File: config.mk
export PLATFORM = sky130hd
export DESIGN_NAME = seven_seg_scan_driver
export DESIGN_NICKNAME = d
export VERILOG_FILES = /design/src/rtl/seven_seg_pkg.sv /design/src/rtl/hex_to_7seg.sv /design/src/rtl/seven_seg_scan_driver.sv
export SDC_FILE = /design/constraint.sdc
export NUM_CORES = 1
export LEC_CHECK = 0
export ABC_AREA = 1
export BUFFER_PORTS_ARGS = -buffer_cell sky130_fd_sc_hd__buf_4
export CORE_ASPECT_RATIO = 0.7
export CORE_MARGIN = 5
export CORE_UTILIZATION = 25
export DETAILED_ROUTE_END_ITERATION = 8
export PLACE_DENSITY = 0.5
export SLEW_MARGIN = 40
export SYNTH_ARGS = -nofsm -noshare
export SYNTH_HDL_FRONTEND = slang
export SYNTH_SLANG_ARGS = --single-unit
File: constraint.sdc
create_clock -name CLK -period 7.8 [get_ports CLK]
set_input_delay 0.78 -clock CLK [delete_from_list [all_inputs] [get_ports CLK]]
set_output_delay 0.78 -clock CLK [all_outputs]
set_load 0.03 [all_outputs]
File: src/rtl/seven_seg_pkg.sv
// Shared constants for the seven-segment scan driver: blank pattern and
// active-low {g,f,e,d,c,b,a} hex glyph table.
package seven_seg_pkg;

    localparam logic [6:0] SEG_OFF = 7'h7F;

    // Element 15 (F) first, element 0 (0) last.
    localparam logic [15:0][6:0] SEG_TABLE = {
        7'h0E, 7'h06, 7'h21, 7'h46, 7'h03, 7'h08, 7'h10, 7'h00,
        7'h78, 7'h02, 7'h12, 7'h19, 7'h30, 7'h24, 7'h79, 7'h40
    };

    function automatic logic [6:0] hex_to_seg(input logic [3:0] nibble);
        return SEG_TABLE[nibble];
    endfunction

endpackage

File: src/rtl/hex_to_7seg.sv
// Combinational nibble-to-glyph decoder for one common-anode digit.
module hex_to_7seg
    import seven_seg_pkg::*;
(
    input  logic [3:0] NIBBLE,
    output logic [6:0] SEG
);

    always_comb begin
        SEG = hex_to_seg(NIBBLE);
    end

endmodule

File: src/rtl/seven_seg_scan_driver.sv
// Time-multiplexed 8-digit hex display driver with frame-synchronous update.
// Optional leading-zero blanking is enabled by defining SEVENSEG_LZ_BLANK_EN.
module seven_seg_scan_driver
    import seven_seg_pkg::*;
#(
    parameter int unsigned N_DIGITS = 8,
    parameter int unsigned SCAN_DIV = 50000
) (
    input  logic                  CLK,
    input  logic                  RESET,
    input  logic [4*N_DIGITS-1:0] SEVENSEGHEX,
    input  logic                  HEX_VALID,
    output logic [N_DIGITS-1:0]   ANODE,
    output logic [6:0]            CATHODE,
    output logic                  DP,
    output logic                  FRAME_DONE
);

    localparam int unsigned DIV_W = (SCAN_DIV > 1) ? $clog2(SCAN_DIV) : 1;
    localparam int unsigned IDX_W = (N_DIGITS > 1) ? $clog2(N_DIGITS) : 1;

    logic [DIV_W-1:0]      div_cnt, div_nxt;
    logic [IDX_W-1:0]      idx, idx_nxt;
    logic [4*N_DIGITS-1:0] shown, shown_nxt, pending;
    logic                  pend_vld;
    logic                  tc, last, fb;
    logic [3:0]            nib;
    logic [6:0]            seg;
    logic [N_DIGITS-1:0]   anode_nxt;
    logic                  lz_blank;
`ifdef SEVENSEG_LZ_BLANK_EN
    logic [IDX_W-1:0]      msd;
`endif

    always_comb begin
        tc      = (div_cnt == DIV_W'(SCAN_DIV - 1));
        last    = (idx == IDX_W'(N_DIGITS - 1));
        fb      = tc && last;
        div_nxt = tc ? '0 : div_cnt + DIV_W'(1);
        idx_nxt = !tc ? idx : (last ? '0 : idx + IDX_W'(1));

        // A strobe coinciding with the frame boundary bypasses the pending register.
        shown_nxt = shown;
        if (fb) begin
            if (HEX_VALID)
                shown_nxt = SEVENSEGHEX;
            else if (pend_vld)
                shown_nxt = pending;
        end

        nib       = '0;
        anode_nxt = '1;
        for (int unsigned k = 0; k < N_DIGITS; k++) begin
            if (IDX_W'(k) == idx_nxt) begin
                nib          = shown_nxt[4*k +: 4];
                anode_nxt[k] = 1'b0;
            end
        end

`ifdef SEVENSEG_LZ_BLANK_EN
        msd = '0;
        for (int unsigned k = 1; k < N_DIGITS; k++) begin
            if (shown_nxt[4*k +: 4] != 4'h0)
                msd = IDX_W'(k);
        end
        lz_blank = (idx_nxt > msd);
`else
        lz_blank = 1'b0;
`endif
    end

    hex_to_7seg u_hex_to_7seg (
        .NIBBLE (nib),
        .SEG    (seg)
    );

    always_ff @(posedge CLK) begin
        if (RESET) begin
            div_cnt    <= '0;
            idx        <= '0;
            shown      <= '0;
            pending    <= '0;
            pend_vld   <= 1'b0;
            ANODE      <= '1;
            CATHODE    <= SEG_OFF;
            DP         <= 1'b1;
            FRAME_DONE <= 1'b0;
        end else begin
            div_cnt    <= div_nxt;
            idx        <= idx_nxt;
            shown      <= shown_nxt;
            if (HEX_VALID)
                pending <= SEVENSEGHEX;
            if (fb)
                pend_vld <= 1'b0;
            else if (HEX_VALID)
                pend_vld <= 1'b1;
            FRAME_DONE <= fb;
            DP         <= 1'b1;
            // First cycle of each digit slot is blanked to suppress ghosting.
            if (div_nxt == '0) begin
                ANODE   <= '1;
                CATHODE <= SEG_OFF;
            end else begin
                ANODE   <= anode_nxt;
                CATHODE <= lz_blank ? SEG_OFF : seg;
            end
        end
    end

endmodule

**Yosys cells after proc, flatten, opt, wreduce, memory -nomap -nowiden**

Memory sizes are Yosys's and may differ from the RTL's. A register that Yosys moved wholly into a read port is not among the register bits.
Cells that the tools add are included.

- Register bits: 93
- Bits in latches: 0
- RAM bits: 0
- ROM bits: 112
- Bits of input ports: 35
- Output and inout port bits: 17
- Word-level logic and storage cells: 46
- Memories: 1

Memories:

| name | words | width | read ports | clocked after memory_dff | wr ports | RTL line | text |
|---|---|---|---|---|---|---|---|
| (name not given) | 16 | 7 | 1 | 1 | 0 | seven_seg_pkg.sv:14 | `return SEG_TABLE[nibble];` |

- Add/sub/neg operators: 2
- Multiply operators: 0
- Divide/modulo/power cells: 0
- Magnitude comparators: 0
- Eq/ne operators: 9
- Shifts and indexed selects: 0
- Muxes and demuxes: 22
- Bitwise gates (word level): 0
- Reduce and logical (&&, ||, !) cells: 5

Operators with widths:

| cell | count |
|---|---|
| $mux W32 | 3 |
| $mux W4 | 8 |
| $add A16 B1 Y16 const B | 1 |
| $eq A16 B16 Y1 const B | 1 |
| $logic_not A16 Y1 | 1 |
| $mux W16 | 1 |
| $eq A3 B3 Y1 const A | 4 |
| $mux W1 | 8 |
| $eq A2 B3 Y1 const A | 2 |
| $mux W3 | 2 |
| $reduce_or A2 Y1 | 2 |
| $add A3 B1 Y3 const B | 1 |
| $eq A1 B3 Y1 const A | 1 |
| $eq A3 B3 Y1 const B | 1 |
| $logic_not A3 Y1 | 1 |
| $logic_and A1 B1 Y1 | 1 |

**Depth between registers and ports, before layout**

- Depth in word-level cells: 12
- Mapped depth: 21
- Depth with buffers taken out: 20

**By module**

A second synthesis with hierarchy kept.

- Cell total of the unflattened synthesis: 714
- Area, all modules: 5149.9 um^2

By module, submodules not included:

| module | instances | cells an instance | area each (um^2) | sequential area each (um^2) |
|---|---|---|---|---|
| seven_seg_scan_driver | 1 | 665 | 4875.9 | 2001.9 |
| hex_to_7seg | 1 | 49 | 274.0 | 0.0 |

**Worst setup path before layout**

OpenSTA, ideal clock, no wires.

- Path type: input to register
- Start: in HEX_VALID
- End: reg CATHODE[1]
- Setup time: 0.114 ns
- Data arrival time: 2.670 ns
- Required time: 7.686 ns
- Path slack: 5.016 ns
- Stages on the path: 17
- Buffers on the path: 2
- Cells stage by stage: buf_2 clkinv_1 clkbuf_1 o21ai_0 nand2_1 o21ai_0 inv_1 nand2_1 nand3_1 nor3_2 nand3_1 nor2_2 ha_1 nand3_1 nor2_1 nor2_1 nand2_1

- Word-level cells in the longest chain between the ends: 10

RTL lines:

| what | RTL line | text |
|---|---|---|
| start: declaration | seven_seg_scan_driver.sv:12 | `input logic HEX_VALID,` |
| $mux W32 (*) | seven_seg_scan_driver.sv:45 | `if (HEX_VALID)` |
| $mux W32 (*) | seven_seg_scan_driver.sv:44 | `if (fb) begin` |
| $mux W4 (7 in series) | seven_seg_scan_driver.sv:54 | `if (IDX_W'(k) == idx_nxt) begin` |
| $mux W4 (*) | seven_seg_scan_driver.sv:54 |  |
| end: declaration | seven_seg_scan_driver.sv:14 | `output logic [6:0] CATHODE,` |

Mark *: on every way between the ends. The rest lies on a longest branch, timed or not.
A chain may end at the register's enable or synchronous reset.

**Final worst setup path**

- Start: in HEX_VALID
- End: reg CATHODE[6]

The elaborated chain is that of the path after synthesis.

==> out/qor.txt <==
Initial antenna violation count: 0
Synth Warn #: 0
Worst setup EP type: flip-flop
Final Util: 0.304
Cell Pwr Density: 193 nW/µm²
CTS tree: built
Achievable clock frequency: 269 MHz
Tot GR Track Use: 0.111
Switching part of the total: 0.224
Number of synthesized flops with an enable pin: 0
Worst EP arrival: 3.93 ns
Pleak: 2.56 nW
Via-to-Cell Ratio: 4.18
Post-synth ARST share: 0
DIE HEIGHT: 127 µm
Worst r2r src: idx[0]$_SDFF_PP0_
Min-Delay Path Depth: 2
Detailed-route via count: 4150
Final net count: 768
Comb power frac: 0.069
Unrepaired setup endpoints after global routing: no
Final Non-Filler Cells: 993
Reg2reg path depth: 17
Dominant synthesized flop cell: dfxtp_1
Netlist cell types: 39
HP Class: flip-flop to flip-flop
GR Overflow Total: 0
Switch Pwr: 0.251 mW
CP Launch Type: primary input
Commonest non-fill, non-tap cells in the layout: nand2_1, nor2_1, dfxtp_1
Post-CTS sizing: 0
Placer Congestion: 0.816
Core Footprint: 19100 µm²
H-tree Lvls: 3
Clk pwr share: 0.455
Largest net degree at the start of global routing: 86
Clock Skews: 0.0104 ns
Horiz. Die Dim: 177 µm
Number of buffers created by CTS: 9
Final hold vios: 0
Clock latency on the worst-skew pair: 0.35 ns
First-pass GRT wire length: 20300 µm
# hold bufs at CTS: 0
Worst slack, placed: 3.68 ns
Mean post-synth cell area: 7.09 µm²
PortBufs: 50
Total power: 1.12 mW
Rel. slew slack: 0.562
DRC violations left: 0
Fill count: 2111
Initial DRC Count: 282
Drt wl/cell: 11.9 µm
Sequential Power Share: 0.476
Outcome: completed
Worst Slack Setup Final: 4.08 ns
Clk buf depth: 2
Hold path endpoint: pending[2]$_SDFFE_PP0P_
Register area share after synthesis: 0.409
Max Cap Viol: 0
Setup TNS: 0 ns
R2R Setup Slk: 4.60 ns
TritonRoute pass-1 iters: 7
Synthesis-stage register bit count: 100
Setup violations, final: 0
Cell area after layout: 5800 µm²
Max Slew Vio Count: 0
Vias in the first global route: 4071
DP HPWL: 8610 µm
Synth top area share: 0.409
Worst Tran Pin Value: 0.653 ns
Dpl cell area: 5460 µm²
Antenna-violating nets left: 0
Worst-path fanout max: 44
Hold Crit Start: pending[2]$_SDFFE_PP0P_
Worst R2R End: CATHODE[1]$_SDFF_PP1_
VDD IR max: 0.0826 mV
Crit path kind: primary input to flip-flop
Number of antenna diodes: 0
Largest area contributor in the netlist: dfxtp_1
Final WL: 11900 µm
Layout cells sized above 1: 0.128
Top Ports: 52
Post-CTS Setup Bufs: 0
Die area: 22500 µm²
Syn nets: 735
Cells after synthesis: 691
P_int: 0.871 mW
Row count: 42
Initial Util: 0.257
Root Driver: clkbuf_16
Post-Synthesis Cell Area: 4900 µm²
Post-layout min period: 3.72 ns
Period utilisation layout: 0.477
TritonCTS Sinks: 100
Syn-to-layout area delta: 18.4%
Commonest non-fill, non-tap cell in the layout: nand2_1
Largest cells by area after synthesis: dfxtp_1, nand2_1, nor2_1, inv_1, nand3_1
Placed cells: 977
Clock Pin Slew Worst Setup and Hold Paths: 0.07 ns
Hold slack: 0.464 ns
Worst EP required: 8.01 ns
-- worst max-delay path: stages --
cell and delay, ns:
buf_4 0.46, clkinv_1 0.71, or2_2 0.53, o21ai_0 0.09, nand2_1 0.07, nand2_1 0.08, inv_1 0.04, nand2_1 0.05
nand3_1 0.06, nor2_1 0.11, nand4_1 0.08, nand2_1 0.19, inv_1 0.12, ha_1 0.22, nand3_1 0.13, nand2_1 0.07
nand2_1 0.06, nand3_1 0.06
-- sequential cells by signal (all words and copies together), names as in the netlist --
signal      count
pending        32
CATHODE         7
FRAME_DONE      1
idx             3
ANODE           8
div_cnt        16
pend_vld        1
shown          32
-- power groups by stage --
stage	logic, mW	clock network, mW	registers [mW]
2_1_floorplan	0.0440	0	0.549
3_3_place_gp	0.0779	0	0.546
3_5_place_dp	0.0784	0	0.546
4_1_cts	0.0788	0.527	0.534
5_1_grt	0.0872	0.549	0.536
6_report	0.0769	0.510	0.534
-- area by class of cell --
class                           instances  area [µm²]  share of cell area
Sequential cell                       100        2000               0.345
Tap cell                              264         330              0.0570
Inverter                               84         315              0.0544
Clock inverter                          6         111              0.0192
Clock buffer                           10         229              0.0395
Multi-Input combinational cell        479        2430               0.419
Timing Repair Buffer                   50         379              0.0654
-- metal layers --
layer | wire length (µm) | global-route usage
met1 | 6640 | 0.168
met2 | 4570 | 0.157
met3 | 582 | 0.0298
met4 | 69 | 0.0214
met5 | 0 | 0
-- synthesized netlist by cell type (all sizes together), types with 7 or more instances --
cell	n
a211oi	7
a21oi	25
buf	17
clkbuf	11
dfxtp	100
ha	9
inv	83
mux2i	18
nand2	185
nand3	47
nand4	8
nor2	109
o21ai	47
-- worst max path at each step --
stage / from / end / slack, ns
CTS: HEX_VALID / CATHODE[6]$_SDFF_PP1_ / 4.04
finish: HEX_VALID / CATHODE[6]$_SDFF_PP1_ / 4.08
global route: HEX_VALID / CATHODE[6]$_SDFF_PP1_ / 3.58
detailed placement: HEX_VALID / CATHODE[6]$_SDFF_PP1_ / 3.68
floorplan: HEX_VALID / CATHODE[1]$_SDFF_PP1_ / 5.02
global placement: HEX_VALID / CATHODE[6]$_SDFF_PP1_ / 3.71
-- logic make-up (layout without fill, tap and decap cells) --
kind of cell | Yosys count | count (layout) | share of synthesized area
buffers and inverters | 112 | 150 | 0.0953
and+or+nand+nor | 362 | 362 | 0.334
xor gates and xnor gates | 6 | 6 | 0.0107
other | 1 | 1 | 0.000766
DFF | 100 | 100 | 0.409
adders and majority gates | 9 | 9 | 0.0230
muxes | 18 | 18 | 0.0368
AOI/OAI and AO/OA | 83 | 83 | 0.0909
Power figures use the tool's default switching activity.
